File: config.mk
export PLATFORM = sky130hd
export DESIGN_NAME = sys_stream_upsize
export DESIGN_NICKNAME = d
export VERILOG_FILES = /design/src/rtl/sys_stream_upsize_pkg.sv /design/src/rtl/sys_upsize_acc.sv /design/src/rtl/sys_stream_upsize.sv
export SDC_FILE = /design/constraint.sdc
export NUM_CORES = 1
export LEC_CHECK = 0
export CAP_MARGIN = 20
export CORE_MARGIN = 2
export CORE_UTILIZATION = 55
export CTS_BUF_LIST = sky130_fd_sc_hd__clkbuf_2
export DETAILED_ROUTE_END_ITERATION = 8
export PLACE_DENSITY = 0.81
export REMOVE_ABC_BUFFERS = 1
export SLEW_MARGIN = 15
export SYNTH_ARGS = -nofsm -noshare
export SYNTH_HDL_FRONTEND = slang
export SYNTH_SLANG_ARGS = --single-unit
File: constraint.sdc
create_clock -name clk -period 3.04 [get_ports clk]
set_clock_uncertainty 0.05 [all_clocks]
set_input_delay 0.608 -clock clk [delete_from_list [all_inputs] [get_ports clk]]
set_output_delay 0.608 -clock clk [all_outputs]
set_load 0.01 [all_outputs]
File: src/rtl/sys_stream_upsize_pkg.sv


package sys_pkg_stream;

    localparam int SYS_UPSIZE_RATIO_MAX = 8;

    // Keep mask for a word whose last written lane index is cnt.
    function automatic logic [SYS_UPSIZE_RATIO_MAX-1:0] keep_mask(input int cnt, input int ratio);
        logic [SYS_UPSIZE_RATIO_MAX-1:0] m;
`ifdef SYS_UPSIZE_BIG_ENDIAN_EN
        m = SYS_UPSIZE_RATIO_MAX'(((1 << (cnt + 1)) - 1) << (ratio - 1 - cnt));
`else
        m = SYS_UPSIZE_RATIO_MAX'((1 << (cnt + 1)) - 1);
        if (cnt >= ratio) m = '0;
`endif
        return m;
    endfunction

    // Bit offset of lane idx inside the wide word.
    function automatic int lane_lsb(input int idx, input int ratio, input int in_w);
        if (idx >= ratio) return 0;
`ifdef SYS_UPSIZE_BIG_ENDIAN_EN
        return (ratio - 1 - idx) * in_w;
`else
        return idx * in_w;
`endif
    endfunction

endpackage

File: src/rtl/sys_upsize_acc.sv
// Lane counter and accumulator; presents the merged word combinationally so the
// top can capture it on the completing beat.
module sys_upsize_acc
    import sys_pkg_stream::*;
#(
    parameter  int IN_W  = 8,
    parameter  int RATIO = 4,
    localparam int OUT_W = IN_W * RATIO,
    localparam int CW    = $clog2(RATIO)
) (
    input  logic             clk,
    input  logic             rst_n,
    input  logic             i_beat,
    input  logic [IN_W-1:0]  i_data,
    input  logic             i_last,
    output logic             o_done,
    output logic [OUT_W-1:0] o_word,
    output logic [RATIO-1:0] o_keep
);

    localparam logic [CW-1:0] LAST_LANE = CW'(RATIO - 1);

    logic [CW-1:0]    r_cnt;
    logic [OUT_W-1:0] r_acc;

    assign o_done = i_beat && (i_last || (r_cnt == LAST_LANE));
    assign o_keep = RATIO'(keep_mask(int'(r_cnt), RATIO));

    // Current beat lands in lane r_cnt; lanes beyond it are always zero in the output.
    for (genvar g = 0; g < RATIO; g++) begin : g_lane
        localparam int LSB = lane_lsb(g, RATIO, IN_W);
        assign o_word[LSB +: IN_W] = (CW'(g) == r_cnt) ? i_data :
                                     (CW'(g) <  r_cnt) ? r_acc[LSB +: IN_W] : '0;
    end

    always_ff @(posedge clk) begin
        if (!rst_n) begin
            r_cnt <= '0;
            r_acc <= '0;
        end else if (o_done) begin
            r_cnt <= '0;
            r_acc <= '0;
        end else if (i_beat) begin
            r_cnt <= r_cnt + 1'b1;
            r_acc <= o_word;
        end
    end

endmodule

File: src/rtl/sys_stream_upsize.sv
// Valid/ready width upsizer: packs RATIO narrow beats into one wide word, flushing on s_last.
// SYS_UPSIZE_BIG_ENDIAN_EN places the first beat in the most-significant lane.
module sys_stream_upsize
    import sys_pkg_stream::*;
#(
    parameter  int IN_W  = 8,
    parameter  int RATIO = 4,
    localparam int OUT_W = IN_W * RATIO
) (
    input  logic             clk,
    input  logic             rst_n,
    input  logic             s_valid,
    output logic             s_ready,
    input  logic [IN_W-1:0]  s_data,
    input  logic             s_last,
    output logic             m_valid,
    input  logic             m_ready,
    output logic [OUT_W-1:0] m_data,
    output logic [RATIO-1:0] m_keep,
    output logic             m_last
);

    if (RATIO < 2 || RATIO > SYS_UPSIZE_RATIO_MAX) begin : g_ratio_bad
        $error("sys_stream_upsize: RATIO=%0d outside 2..%0d", RATIO, SYS_UPSIZE_RATIO_MAX);
    end

    logic             r_m_valid;
    logic [OUT_W-1:0] r_m_data;
    logic [RATIO-1:0] r_m_keep;
    logic             r_m_last;

    logic             w_beat;
    logic             w_done;
    logic [OUT_W-1:0] w_word;
    logic [RATIO-1:0] w_keep;

    // A free or draining output slot admits a beat, so a completing beat can refill it back-to-back.
    assign s_ready = !r_m_valid || m_ready;
    assign w_beat  = s_valid && s_ready;

    sys_upsize_acc #(
        .IN_W  (IN_W),
        .RATIO (RATIO)
    ) u_acc (
        .clk    (clk),
        .rst_n  (rst_n),
        .i_beat (w_beat),
        .i_data (s_data),
        .i_last (s_last),
        .o_done (w_done),
        .o_word (w_word),
        .o_keep (w_keep)
    );

    always_ff @(posedge clk) begin
        if (!rst_n) begin
            r_m_valid <= 1'b0;
            r_m_data  <= '0;
            r_m_keep  <= '0;
            r_m_last  <= 1'b0;
        end else if (w_done) begin
            r_m_valid <= 1'b1;
            r_m_data  <= w_word;
            r_m_keep  <= w_keep;
            r_m_last  <= s_last;
        end else if (m_ready) begin
            r_m_valid <= 1'b0;
        end
    end

    assign m_valid = r_m_valid;
    assign m_data  = r_m_data;
    assign m_keep  = r_m_keep;
    assign m_last  = r_m_last;

endmodule

=== Yosys cells after proc, flatten, opt, wreduce, memory -nomap -nowiden ===
Index checks and enable logic that the tools add are counted.

* Equality and inequality tests: 4
* Shift-type cells: 1
* Reductions and logical operators: 8
* Add/subtract/negate cells: 3
* Multiplexer cells: 10
* Order comparisons: 4
* Bitwise logic cells: 1

{| class="wikitable"
|+ Operator list
! cell !! number
|-
| 8-bit 2-to-1 mux || 8
|-
| 1-bit by 32-bit left shift with 4-bit output (first input constant) || 1
|-
| 2-bit equality test (first input constant) || 2
|-
| 1-bit by 2-bit less-than comparator with 1-bit output (first input constant) || 2
|-
| 2-bit less-than comparator (first input constant) || 2
|-
| 4-bit by 2-bit subtractor with 4-bit output (second input constant) || 1
|-
| 2-bit by 1-bit adder with 3-bit output (second input constant) || 1
|-
| 2-bit by 1-bit adder with 2-bit output (second input constant) || 1
|-
| 1-bit by 2-bit equality test with 1-bit output (first input constant) || 1
|-
| 2-bit equality test (second input constant) || 1
|-
| 1-bit logical AND || 2
|-
| 2-bit zero test || 1
|-
| 1-bit logical OR || 2
|-
| 1-bit 2-to-1 mux || 2
|-
| 2-bit nonzero test || 1
|-
| 2-bit OR reduction || 1
|-
| 1-bit zero test || 1
|-
| 1-bit NOT || 1
|}

* Output and inout bits: 39
* Flip-flop bits (word level): 72
* Logic and storage cells: 37
* Input port bits: 13

=== Logic depth before layout (Yosys ltp) ===
Gate-level depths: netlist of run 1.

* Depth after elaboration: 5
* Depth in mapped cells: 7
* Gate-level depth less buffers: 5

=== Cells and area by module ===
Synthesis of run 1 repeated with hierarchy kept, for this count alone.

* Cell total of the unflattened synthesis: 299
* Area, all modules: 2,935.3 µm²

{| class="wikitable"
|+ By module, submodules not included
! module !! area each (µm²) !! instances !! cells an instance !! sequential area each (µm²)
|-
| sys_upsize_acc || 1,473.9 || 1 || 175 || 520.5
|-
| sys_stream_upsize || 1,461.4 || 1 || 124 || 760.7
|}

=== Worst setup path before layout of run 1 ===
No wires, ideal clock.

* Kind: input to output
* Start: in m_ready
* End: out s_ready
* Cell stages on the path: 4
* Path slack: 1,238 ps
* Buffers on the path: 2
* Arrival: 1,144 ps
* Data required time: 2,382 ps
* Path through: nor2b_4 inv_2 buf_6 buf_2

* Longest elaborated chain between the ends: 1

{| class="wikitable"
|+ RTL lines
! item !! RTL line !! RTL
|-
| from (decl) || sys_stream_upsize.sv:17 || <nowiki>input logic m_ready,</nowiki>
|-
| 1-bit logical OR || sys_stream_upsize.sv:38 || <nowiki>assign s_ready = !r_m_valid || m_ready;</nowiki>
|-
| to (decl) || sys_stream_upsize.sv:13 || <nowiki>output logic s_ready,</nowiki>
|}

Every way passes these cells.

=== Worst setup path in the final report of run 1 ===
Ends and elaborated chain as after synthesis.

==> flow_summary.toml, run 1 <==
[power]
combPwrFrac_pct = 13.8
p_int_mw = 1.258
sw_frac_of_total_pct = 27.40
power.density_nw_per_um2 = 517.5
power.share.sequential_pct = 51.5
ir_drop_v = 0.0002873
pwr-share-clk_pct = 34.7
power.total_mw = 1.733
switching_power_mw = 0.4747
leakage_nw = 1.254

[placed_design]
place_ws_ns = 0.4349
portBuffers = 51
gp_congestion = 0.7871
dp.cells = 362
dp_hpwl_um = 3986

[sta]
setup_tns_ns = 0
tightest_slew_ns = 0.7591
maxSlewHeadroom_pct = 49.09
rsz0062_at_grt = "no"
slew_violations = 0
hold_violations = 0
finalCritPeriodShare_pct = 85.68
finalSetupViolCount = 0
setup_slack_ns = 0.4352
maxClockFrequency_mhz = 383.9
hold_slack_ns = 0.4228
min_period_ns = 2.605

[die]
pin_count = 52
initial_utilization_pct = 57.27
core_um2 = 4723
rows = 25
die_w_um = 74.13
die_h_um = 74.13
die_area_um2 = 5495

[yosys]
yosys.area.top_type = "dfxtp_1"
synth_edf_count = 0
yosysMostFrequentCell = "dfxtp_1"
synth-async-reset-ratio_pct = 0
netlist_area_um2 = 2705
yosysWarnings = 0
ys_ff_latch = 64
syn_area_per_cell_um2 = 10.36
netlist_instances = 261
synth.distinct_cells = 33
synthTopCellsByArea = "dfxtp_1 47%, o2bb2ai_1 7.8%, and3b_1 5.2%"
synth_top_area_share_pct = 47.36
synth_common_cells = "64 x dfxtp_1, 27 x a21oi_1, 24 x o2bb2ai_1"
synth_ff_type = "dfxtp_1"
ys_seq_area_share_pct = 47.36

[grt]
grt_pass1_vias = 2082
grt_max_degree = 38
gr-total-overflow = 0
grtUsageTotal_pct = 24.67
antenna_found_initial = 0
grt_pass1_wl_um = 10200

[worst_setup_path]
worstPathRequired_ns = 2.38
reg2reg_to = "m_data[0]$_SDFFE_PN0P_"
crit_start = "m_ready"
crit_path_max_fanout = 13
reg2reg_from = "u_acc.r_cnt[1]$_SDFFE_PP0P_"
crit_path_start_kind = "input port"
worstPathArrival_ns = 1.95
end_kind = "output pin"
reg2reg_slack_ns = 0.77
critical_path_class = "input port to output pin"
r2r_cells = 4

[clock_network]
cts-buffers-inserted = 9
cts_tree = "yes"
root_buffer = "clkbuf_2"
htreeDepth = 3
clk_latency_ns = 0.52
cts_buffer_depth = 2
ctsResizeCount = 0
clock-sinks = 64
cts.reportedPaths.clkPinSlew_ns = 0.17
ctsHoldBuffers = 0
cts_setup_buffers = 0

[worst_hold_path]
holdPathStages = 2
hp-class = "flop to flop"
min-delay-start = "m_keep[3]$_SDFFE_PN0P_"
worstHoldEndpoint = "m_keep[3]$_SDFFE_PN0P_"

[route]
vias = 2247
drt_iter0_markers = 128
ant_nets = 0
drc = 0
viasPerCell = 5.944
wl_per_cell_um = 16.27
wirelength_um = 6151
firstDrtPassIters = 5

[cells_and_area]
instances_no_fill = 378
layout.nets = 325
drive_gt1_share_pct = 10.29
antenna_cells = 0
area_growth_pct = 23.77
num-fill-cells = 391

[run_status]
outcome = "complete, no violations"

[flow_run]
max-cap-violations = 0
## sequential cells by signal, summed over array words and instances, names as in the netlist
register and flops:
u_acc.r_acc 24, m_data 32, m_keep 4, m_valid 1, u_acc.r_cnt 2, m_last 1
## kinds of logic (layout without fill, tap and decap cells)
family,count (synthesis),count (layout),share of synthesized area [%]
XOR/XNOR,1,1,0.3238
AND/OR/NAND/NOR,43,43,11.38
multiplexers,10,10,3.700
buffers and inverters,28,78,5.735
flip-flops,64,64,47.36
adder cells (fa/ha/maj),6,6,2.775
AO/OA/AOI/OAI,109,109,28.72
## final cells by class
cell class                      instances  area, um^2  share of cell area (%)
Tap cell                               67       83.83                   2.504
Timing Repair Buffer                   57       555.5                   16.59
Inverter                                5       18.77                  0.5605
Multi-Input combinational cell        169        1269                   37.89
Clock buffer                            9       45.04                   1.345
Sequential cell                        64        1281                   38.27
Clock inverter                          7       95.09                   2.840
## worst max-delay path, stage by stage
cell and delay (ns):
clkdlybuf4s50_1 0.45, nor2b_4 0.32, inv_2 0.08, clkdlybuf4s50_1 0.48
## cell usage in the layout (no fill, tap or decap), types with 10 or more instances in the layout
cell type | synthesis | layout
o21ai_0 | 10 | 10
dfxtp_1 | 64 | 64
o2bb2ai_1 | 24 | 24
clkdlybuf4s50_1 | 0 | 51
a211oi_1 | 17 | 17
a31oi_1 | 18 | 18
a21oi_1 | 27 | 27
mux2i_1 | 10 | 10
nand3_1 | 12 | 12
and3b_1 | 16 | 16
## worst max path at each step
stage / to / slack, ns
after floorplan: m_data[24]$_SDFFE_PN0P_ / 1.23
after global placement: s_ready / 0.44
after detailed placement: s_ready / 0.43
after CTS: s_ready / 0.43
after global routing: s_ready / 0.36
final: s_ready / 0.44
## power groups by stage
| stage | Clock, mW | Sequential, mW | Combinational (mW) |
|---|---|---|---|
| final | 0.601 | 0.892 | 0.239 |
| after global routing | 0.647 | 0.897 | 0.263 |
| after CTS | 0.614 | 0.893 | 0.240 |
| after detailed placement | 0 | 0.910 | 0.239 |
| after global placement | 0 | 0.909 | 0.236 |
| after floorplan | 0 | 0.919 | 0.113 |
## through the flow
step                      instance area [um^2]  utilization (%)
after floorplan                           2569                -
after global placement                    3208            67.92
after detailed placement                  3208            67.92
after CTS                                 3348            70.89
after global routing                      3348            70.89
final                                     3348            70.89
## per-layer routing
| metal | GRT usage [%] | wire length, um | part of all wire (%) | vias up |
|---|---|---|---|---|
| met5 | 0 | 0 | 0 | - |
| met4 | 14.75 | 189 | 3.1 | 0 |
| met3 | 4.607 | 316 | 5.1 | 16 |
| met2 | 36.31 | 2879 | 47 | 62 |
| met1 | 33.73 | 2765 | 45 | 1073 |
| li1 | - | - | - | 1096 |
Power figures use the tool's default switching activity.
==> run 2: changes to the inputs <==
- CORE_MARGIN: 2 -> default
- CORE_UTILIZATION: 55 -> 57
- PLACE_DENSITY: 0.81 -> 0.84
- SKIP_LAST_GASP: default -> 1
==> run 2 against run 1 <==
Compared with the run above: routed wire length up 2.0%; clock-buffer cell count up 1; global-route usage up 1.9 points; flip-flop and latch count unchanged; worst setup slack worse by 0.026 ns; first-iteration DRC count up 45%; sequential share of layout area up 0.79 points; via count up 0.71%; worst hold slack worse by 0.0018 ns; total power down 7.2%; largest power group unchanged.
==> flow_summary.toml, run 2 (synthesis results as in run 1) <==
[route]
vias = 2263
drc = 0
ant_nets = 0
drt_iter0_markers = 186
firstDrtPassIters = 6
wl_per_cell_um = 17.37
viasPerCell = 6.269
wirelength_um = 6272

[placed_design]
dp_hpwl_um = 4046
portBuffers = 51
gp_congestion = 0.7324

[grt]
gr-total-overflow = 0
grtUsageTotal_pct = 26.59
grt_pass1_wl_um = 10160
grt_pass1_vias = 2030
antenna_found_initial = 0
grt_max_degree = 38

[power]
power.total_mw = 1.608
ir_drop_v = 0.0002774
leakage_nw = 1.235
power.density_nw_per_um2 = 490.0

[cells_and_area]
utilization_pct = 73.82
final_cell_mix = "64 x dfxtp_1, 51 x clkdlybuf4s50_1, 27 x a21oi_1, 24 x o2bb2ai_1, 18 x a31oi_1"
mostFrequentLayoutCell = "dfxtp_1"
drive_gt1_share_pct = 9.385
seqCellArea_um2 = 1281
largest_register_ff_count = 32
multi_input_area_um2 = 1269
layout.nets = 324
area_growth_pct = 21.28
antenna_cells = 0
num-fill-cells = 342

[worst_hold_path]
min-delay-start = "m_keep[3]$_SDFFE_PN0P_"
hp-class = "flop to flop"
holdPathStages = 2
worstHoldEndpoint = "m_keep[3]$_SDFFE_PN0P_"

[worst_setup_path]
r2r_cells = 4
cp_slowest_stage_delay_ns = 0.49
crit_path_cell_trace = "clkdlybuf4s50_1 -> nor2b_4 -> inv_2 -> clkdlybuf4s50_1"
crit_family = "buffers and inverters"
end_kind = "output pin"
reg2reg_from = "u_acc.r_cnt[1]$_SDFFE_PP0P_"
crit_path_max_fanout = 13
critPathBufInv = 3
reg2reg_to = "m_data[6]$_SDFFE_PN0P_"
reg2reg_slack_ns = 0.79
crit_path_start_kind = "input port"
cp_slowest_cell = "clkdlybuf4s50_1"
cp_common_cell = "clkdlybuf4s50_1"
worstPathArrival_ns = 1.97
critical_path_class = "input port to output pin"
worstPathRequired_ns = 2.38

[sta]
hold_violations = 0
maxClockFrequency_mhz = 380.1
rsz0062_at_grt = "no"
finalSetupViolCount = 0
setup_tns_ns = 0
tightest_slew_ns = 0.7549
min_period_ns = 2.631
slew_violations = 0
maxSlewHeadroom_pct = 49.37
finalCritPeriodShare_pct = 86.54

[die]
pin_count = 52
rows = 24
die_w_um = 70.89
die_h_um = 70.89
die_area_um2 = 5025
core_um2 = 4444
initial_utilization_pct = 60.87

[clock_network]
clock-sinks = 64
cts_tree = "yes"
ctsHoldBuffers = 0
root_buffer = "clkbuf_2"
cts-buffers-inserted = 9
clk_latency_ns = 0.48
htreeDepth = 3
cts_buffer_depth = 2
cts_setup_buffers = 0
cts.reportedPaths.clkPinSlew_ns = 0.15
ctsResizeCount = 0

[flow_run]
max-cap-violations = 0

[run_status]
outcome = "complete, no violations"
[run 2: cell types whose count changed in the layout (fill, tap and decap cells not counted)]
cell and change:
buf_4 -1, bufinv_16 -1, clkbuf_2 +1, clkinv_1 +1
clkinv_2 +1, clkinv_4 -1, clkinvlp_4 -1, inv_6 -1
[run 2: where the power goes]
group          internal [mW]  switching [mW]
clock                  0.183           0.291
combinational          0.110           0.130
sequential             0.873          0.0199
[run 2: worst register-to-register path, delay by kind of cell (launching register included)]
family	cells	cell delay [ns]
fa+ha+maj	1	0.52
flops	1	0.57
simple gates	2	0.77
compound gates	1	0.29
[run 2: final cells by class]
type / count / share of cell area (%)
Sequential cell: 64 / 39.05
Inverter: 5 / 0.5721
Multi-Input combinational cell: 169 / 38.67
Tap cell: 52 / 1.983
Clock inverter: 5 / 1.487
Timing Repair Buffer: 56 / 16.70
Clock buffer: 10 / 1.526
[run 2: worst max-delay path by stage]
stage          startpoint                       to  cells past startpoint
2_1_floorplan     m_ready  m_data[24]$_SDFFE_PN0P_                      4
3_3_place_gp      m_ready                  s_ready                      4
3_5_place_dp      m_ready                  s_ready                      4
4_1_cts           m_ready                  s_ready                      4
5_1_grt           m_ready                  s_ready                      4
6_report          m_ready                  s_ready                      4
[run 2: routing by layer]
layer	up-vias	share of wire, %	wire length, um	GRT usage (%)
met2	72	45	2831	38.89
met4	0	1.9	120	13.33
met1	1080	49	3056	38.13
li1	1100	-	-	-
met3	11	4.2	263	4.274
met5	-	0	0	0
[run 2: per-stage QoR]
step                instance area [um^2]  cells  hold WS [ns]  setup slack, ns
finish                              3281    361        0.4209           0.4092
global route                        3281    361        0.4432           0.3613
CTS                                 3281    361        0.4234           0.4233
detailed placement                  3182    346        0.3894           0.4298
global placement                    3182    346        0.3861           0.4450
floorplan                           2569    238        0.3748            1.229
